### config.mk
export PLATFORM = sky130hd
export DESIGN_NAME = bram_fifo_ctrl
export DESIGN_NICKNAME = d
export VERILOG_FILES = /design/src/rtl/bram_fifo_ctrl_pkg.sv /design/src/rtl/fifo_out_skid.sv /design/src/rtl/bram_fifo_ctrl.sv
export SDC_FILE = /design/constraint.sdc
export NUM_CORES = 1
export LEC_CHECK = 0
export CORE_ASPECT_RATIO = 1.2
export CORE_MARGIN = 2
export CORE_UTILIZATION = 45
export CTS_CLUSTER_SIZE = 30
export DETAILED_ROUTE_END_ITERATION = 8
export PLACE_DENSITY = 0.75
export SYNTH_ARGS = -nofsm -noshare
export SYNTH_HDL_FRONTEND = slang
export SYNTH_SLANG_ARGS = --single-unit
### constraint.sdc
create_clock -name clk -period 10.17 [get_ports clk]
set_input_delay 1.017 -clock clk [delete_from_list [all_inputs] [get_ports clk]]
set_output_delay 1.017 -clock clk [all_outputs]
set_load 0.02 [all_outputs]
### src/rtl/bram_fifo_ctrl_pkg.sv
// Shared definitions for the BRAM-backed FIFO controller: output buffer
// state encoding and helpers deriving the occupancy counter width and
// buffer fill level.
package bram_fifo_ctrl_pkg;

  // Fill state of the 2-entry output buffer that sits after the RAM.
  typedef enum logic [1:0] {
    OBUF_EMPTY = 2'd0,
    OBUF_ONE   = 2'd1,
    OBUF_TWO   = 2'd2
  } obuf_state_e;

  // Occupancy counter width: DEPTH RAM words + 1 in flight + 2 buffered.
  function automatic int unsigned cnt_width(input int unsigned addr_width);
    return addr_width + 2;
  endfunction

  // Number of words held in the output buffer for a given state.
  function automatic logic [1:0] obuf_level(input obuf_state_e s);
    logic [1:0] lvl;
    case (s)
      OBUF_ONE: lvl = 2'd1;
      OBUF_TWO: lvl = 2'd2;
      default:  lvl = 2'd0;
    endcase
    return lvl;
  endfunction

endpackage

### src/rtl/fifo_out_skid.sv
// 2-entry first-word-fall-through output buffer fed by RAM read data.
// Ports:
//   clk, rst_n           - clock, synchronous active-low reset
//   cap_valid, cap_data  - word returning from the RAM this cycle
//   pop                  - consumer takes the head word this cycle
//   obuf_state           - registered fill state (EMPTY/ONE/TWO)
//   rd_valid, rd_data    - head word presented to the consumer
module fifo_out_skid
  import bram_fifo_ctrl_pkg::*;
#(
  parameter int unsigned DATA_WIDTH = 8
) (
  input  logic                  clk,
  input  logic                  rst_n,
  input  logic                  cap_valid,
  input  logic [DATA_WIDTH-1:0] cap_data,
  input  logic                  pop,
  output obuf_state_e           obuf_state,
  output logic                  rd_valid,
  output logic [DATA_WIDTH-1:0] rd_data
);

  obuf_state_e           state_q, state_d;
  logic                  rd_valid_q, rd_valid_d;
  logic [DATA_WIDTH-1:0] head_q, head_d;
  logic [DATA_WIDTH-1:0] tail_q, tail_d;

  // Control state register.
  always_ff @(posedge clk) begin
    if (!rst_n) begin
      state_q    <= OBUF_EMPTY;
      rd_valid_q <= 1'b0;
    end else begin
      state_q    <= state_d;
      rd_valid_q <= rd_valid_d;
    end
  end

  // Data entries need no reset; validity is carried by the state.
  always_ff @(posedge clk) begin
    head_q <= head_d;
    tail_q <= tail_d;
  end

  // Next state and entry movement; head is always the oldest word.
  always_comb begin
    state_d = state_q;
    head_d  = head_q;
    tail_d  = tail_q;
    unique case (state_q)
      OBUF_EMPTY: begin
        if (cap_valid) begin
          state_d = OBUF_ONE;
          head_d  = cap_data;
        end
      end
      OBUF_ONE: begin
        if (cap_valid && pop) begin
          head_d = cap_data;
        end else if (cap_valid) begin
          state_d = OBUF_TWO;
          tail_d  = cap_data;
        end else if (pop) begin
          state_d = OBUF_EMPTY;
        end
      end
      OBUF_TWO: begin
        // Prefetch throttling keeps a capture from arriving here without a pop.
        if (pop) begin
          head_d = tail_q;
          if (cap_valid) begin
            tail_d = cap_data;
          end else begin
            state_d = OBUF_ONE;
          end
        end
      end
      default: state_d = OBUF_EMPTY;
    endcase
    rd_valid_d = (state_d != OBUF_EMPTY);
  end

  assign obuf_state = state_q;
  assign rd_valid   = rd_valid_q;
  assign rd_data    = head_q;

endmodule

### src/rtl/bram_fifo_ctrl.sv
// FIFO controller around an external 1-cycle-latency dual-port RAM with a
// 2-entry FWFT output buffer.
// Ports:
//   clk, rst_n                      - clock, synchronous active-low reset
//   wr_valid, wr_ready, wr_data     - push handshake
//   rd_valid, rd_ready, rd_data     - first-word-fall-through pop handshake
//   count                           - total words held (registered)
//   ram_ena/wea/addra/dia           - RAM write port A
//   ram_enb/web/addrb, ram_dob      - RAM read port B
module bram_fifo_ctrl
  import bram_fifo_ctrl_pkg::*;
#(
  parameter int unsigned DATA_WIDTH = 8,
  parameter int unsigned ADDR_WIDTH = 5
) (
  input  logic                                clk,
  input  logic                                rst_n,
  input  logic                                wr_valid,
  output logic                                wr_ready,
  input  logic [DATA_WIDTH-1:0]               wr_data,
  output logic                                rd_valid,
  input  logic                                rd_ready,
  output logic [DATA_WIDTH-1:0]               rd_data,
  output logic [cnt_width(ADDR_WIDTH)-1:0]    count,
  output logic                                ram_ena,
  output logic                                ram_wea,
  output logic [ADDR_WIDTH-1:0]               ram_addra,
  output logic [DATA_WIDTH-1:0]               ram_dia,
  output logic                                ram_enb,
  output logic                                ram_web,
  output logic [ADDR_WIDTH-1:0]               ram_addrb,
  input  logic [DATA_WIDTH-1:0]               ram_dob
);

  localparam int unsigned DEPTH = 2 ** ADDR_WIDTH;
  localparam int unsigned RC_W  = ADDR_WIDTH + 1;
  localparam int unsigned CNT_W = cnt_width(ADDR_WIDTH);

  logic [ADDR_WIDTH-1:0] wr_ptr_q, wr_ptr_d;
  logic [ADDR_WIDTH-1:0] rd_ptr_q, rd_ptr_d;
  logic [RC_W-1:0]       ram_cnt_q, ram_cnt_d;
  logic                  inflight_q, inflight_d;
  logic                  wr_ready_q, wr_ready_d;
  logic [CNT_W-1:0]      count_q, count_d;

  logic                  push;
  logic                  pop;
  logic                  prefetch;
  logic [1:0]            obuf_lvl;
  logic [1:0]            obuf_lvl_next;
  obuf_state_e           obuf_state;

  // Pointer, occupancy and handshake registers.
  always_ff @(posedge clk) begin
    if (!rst_n) begin
      wr_ptr_q   <= '0;
      rd_ptr_q   <= '0;
      ram_cnt_q  <= '0;
      inflight_q <= 1'b0;
      wr_ready_q <= 1'b0;
      count_q    <= '0;
    end else begin
      wr_ptr_q   <= wr_ptr_d;
      rd_ptr_q   <= rd_ptr_d;
      ram_cnt_q  <= ram_cnt_d;
      inflight_q <= inflight_d;
      wr_ready_q <= wr_ready_d;
      count_q    <= count_d;
    end
  end

  // Push/pop qualification, prefetch decision and next-state arithmetic.
  always_comb begin
    obuf_lvl = obuf_level(obuf_state);
    push     = rst_n & wr_valid & wr_ready_q;
    pop      = rd_valid & rd_ready;
    // Buffer level after this edge: the in-flight word lands, a pop leaves.
    obuf_lvl_next = obuf_lvl + 2'(inflight_q) - 2'(pop);
    // Only fetch when the word returning next cycle is guaranteed a slot.
    prefetch = rst_n && (ram_cnt_q != '0) && (obuf_lvl_next <= 2'd1);

    wr_ptr_d   = push     ? wr_ptr_q + ADDR_WIDTH'(1) : wr_ptr_q;
    rd_ptr_d   = prefetch ? rd_ptr_q + ADDR_WIDTH'(1) : rd_ptr_q;
    ram_cnt_d  = ram_cnt_q + RC_W'(push) - RC_W'(prefetch);
    inflight_d = prefetch;
    wr_ready_d = (ram_cnt_d != RC_W'(DEPTH));
    count_d    = CNT_W'(ram_cnt_d) + CNT_W'(inflight_d) + CNT_W'(obuf_lvl_next);
  end

  fifo_out_skid #(
    .DATA_WIDTH(DATA_WIDTH)
  ) u_skid (
    .clk       (clk),
    .rst_n     (rst_n),
    .cap_valid (inflight_q),
    .cap_data  (ram_dob),
    .pop       (pop),
    .obuf_state(obuf_state),
    .rd_valid  (rd_valid),
    .rd_data   (rd_data)
  );

  // RAM strobes are same-cycle with the accepted push / issued prefetch.
  assign ram_ena   = push;
  assign ram_wea   = push;
  assign ram_addra = wr_ptr_q;
  assign ram_dia   = wr_data;
  assign ram_enb   = prefetch;
  assign ram_web   = 1'b0;
  assign ram_addrb = rd_ptr_q;

  assign wr_ready  = wr_ready_q;
  assign count     = count_q;

endmodule

==> summary.txt <==
Status - complete, no violations
Routed wire per std cell - 13.0 um
Crit path max fanout - 12
Share of cells above drive strength 1 - 9.91%
CTS buffer count - 5
Initial antenna violation count - 0
# nets final - 265
Layout area overhead - 22.8%
R2R depth - 15
GR Util All Layers - 16.0%
R2R Setup Slk - 5890 ps
Most frequent cells in the layout - 41 x clkdlybuf4s50_1, 28 x dfxtp_1, 16 x edfxtp_1
Largest net degree at the start of global routing - 29
Required @ worst endpoint - 10360 ps
Critical path endpoint - count[5]$_SDFF_PN0_
CP Cell Sequence - clkdlybuf4s50_1, nand2_1, xnor2_1, ha_1, nand3b_1, mux2i_2, xor2_1, ha_1, inv_1, fa_1, nand2b_1, a21oi_1, xor2_1, nand2_1, or4_1, and3_1
CP Data Arrival Time - 5310 ps
Synthesized Nets - 233
Period utilization - 50.4%
Worst path slowest cell - mux2i_2
Max cap viols - 0
Die X - 67.6 um
# diodes - 0
Initial drt markers - 112
Setup TNS Final - 0 ps
GRT met1 Usage - 19.7%
Die Ht - 80.4 um
CP Launch Point - rd_ready
Cell Rows - 27
Detailed placer's ending HPWL - 2.82 mm
Reg-to-Reg End - count[5]$_SDFF_PN0_
Hold WC Path Type - register to register
Clk root buf - clkbuf_8
Synth Flop Type - dfxtp_1
CTS sink cnt - 44
Critical path class - input port to register
Core Box Area - 0.00463 mm^2
Resized Gates After CTS - 0
IO Pins - 59
Total wire length - 3.76 mm
# Post-CTS Setup Buffers - 0
Worst slew pin tran - 1100 ps
Ys Warns - 0
Reg clk slew, reported paths - 80 ps
Reg2reg start - u_skid.rd_valid$_SDFF_PN0_
EDFF count, synth - 16
CTS hold repair buffers - 0
# setup viols final - 0
Inst Count DP - 282
Placer Congestion - 0.793
Number of H-tree levels - 2
#FFs+latches synth - 44
PwrDens - 328 mW/mm^2
Largest stage delay on the critical path - 650 ps
Post-synth ARST share - 0%
DRC errors left - 0
RSZ-0062 raised after global routing - no
Post-Syn Area - 0.00219 mm^2
Final slew viol count - 0
Met2 usage - 26.8%
Fin cells - 290
Drt pass-1 iters - 6
LEAKAGE - 1.04 nW
Routed via count - 1441
Most used routing layer - met2
First-pass GRT wire length - 6.67 mm
Library cells used by synthesis - 44
Sequential fraction of the synthesis area - 47.6%
Syn Area/Cell - 11.0 um^2
Crit end category - register
Peak supply drop - 0.226 mV
Min cycle time layout - 5130 ps
CTS tree - yes
Fmax - 0.195 GHz
Number of global-route vias before repair - 1464
CTS max path bufs - 2
Port bufs - 41
Critical path launch point type - input port
Vias/cell - 4.97
Met3 Use GR - 5.32%
Die ar. - 0.00544 mm^2
Slew HR - 26.2%
Grt total ovfl - 0
Starting Density - 47.3%
Clk_lat worst skew - 290 ps
Commonest non-fill, non-tap cell in the layout - clkdlybuf4s50_1
Synth Instances - 199
Worst Skew - 2.69 ps
Final hold viol count - 0
Final ANT Viol Nets - 0
-- registers in the layout, indices dropped and copies added, names as in the netlist --
signal and cells:
wr_ready 1, u_skid.tail_q 8, ram_addrb 5, ram_cnt_q 6, ram_addra 5, u_skid.obuf_state 2
inflight_q 1, u_skid.rd_valid 1, count 7, u_skid.rd_data 8
-- cell families (layout without fill, tap and decap cells) --
family | count (synthesis) | count (layout) | share of synthesized area (%)
simple gates | 64 | 64 | 17.1
flops | 44 | 44 | 47.6
buf+inv | 27 | 60 | 6.41
compound gates | 20 | 20 | 6.98
xor+xnor | 16 | 16 | 6.41
fa+ha+maj | 14 | 14 | 8.70
mux | 13 | 13 | 6.64
other cells | 1 | 1 | 0.171
-- critical path, delay by kind of cell --
kind                       cells  cell delay [ps]
xor gates and xnor gates       3              740
adders and majority gates      3              840
AOI/OAI and AO/OA              1              160
and+or+nand+nor                6             1350
buffers and inverters          2              580
muxes                          1              650
-- worst min path at each step --
stage,start,endpoint,slack (ps),cells past startpoint
after floorplan,u_skid.tail_q[0]$_DFFE_PP_,u_skid.rd_data[0]$_DFFE_PP_,520,1
after global placement,ram_addrb[4]$_SDFFE_PN0P_,ram_addrb[4]$_SDFFE_PN0P_,470,1
after detailed placement,ram_addrb[4]$_SDFFE_PN0P_,ram_addrb[4]$_SDFFE_PN0P_,480,1
after CTS,ram_addrb[4]$_SDFFE_PN0P_,ram_addrb[4]$_SDFFE_PN0P_,490,1
after global routing,ram_addrb[4]$_SDFFE_PN0P_,ram_addrb[4]$_SDFFE_PN0P_,540,1
final,ram_addrb[4]$_SDFFE_PN0P_,ram_addrb[4]$_SDFFE_PN0P_,490,1
-- metal layers --
| layer | part of all wire, % | routed length [um] |
|---|---|---|
| met5 | 0 | 0 |
| met3 | 6.5 | 245 |
| met1 | 45 | 1700 |
| met2 | 47 | 1780 |
| met4 | 0.90 | 34 |
-- stage by stage --
step	hold slack [ps]	util (%)	area [um^2]	power [mW]	setup WS (ps)
after floorplan	523	-	2190	0.629	5690
after global placement	471	55.6	2570	0.740	4930
after detailed placement	482	55.6	2570	0.754	4790
after CTS	494	58.0	2690	0.892	5060
after global routing	543	58.0	2690	0.961	4650
final	490	58.0	2690	0.881	5040
-- synthesized netlist by cell type (2+ instances only) --
master	n	area, um^2
nand3_1	5	25.0
edfxtp_1	16	480
o21ai_0	4	20.0
buf_4	10	75.1
nand2_1	15	56.3
xnor2_1	9	78.8
clkbuf_1	5	18.8
nor3_1	2	10.0
ha_1	12	150
nor2_1	2	7.51
mux2_2	9	101
or4_1	2	15.0
fa_1	2	40.0
nand4_1	4	25.0
nor2b_1	6	37.5
dfxtp_1	28	561
nand2b_1	2	12.5
inv_1	11	41.3
mux2i_1	3	30.0
and2_1	14	87.6
xor2_1	7	61.3
and3_1	3	18.8
a21oi_1	7	35.0
-- cell type report --
type / count / area [um^2]
clock buffers: 5 / 68.8
repair buffers: 41 / 410
inverters: 11 / 41.3
multi-input cells: 128 / 1010
clock inverters: 3 / 46.3
flip-flops and latches: 44 / 1040
fillers: 418 / 1940
well taps: 58 / 72.6
-- where the power goes --
| group | switching, mW | internal, mW |
|---|---|---|
| Sequential | 0.0252 | 0.237 |
| Combinational | 0.264 | 0.222 |
| Clock | 0.0589 | 0.0739 |
Note: power is estimated with default switching activity, not from simulation.
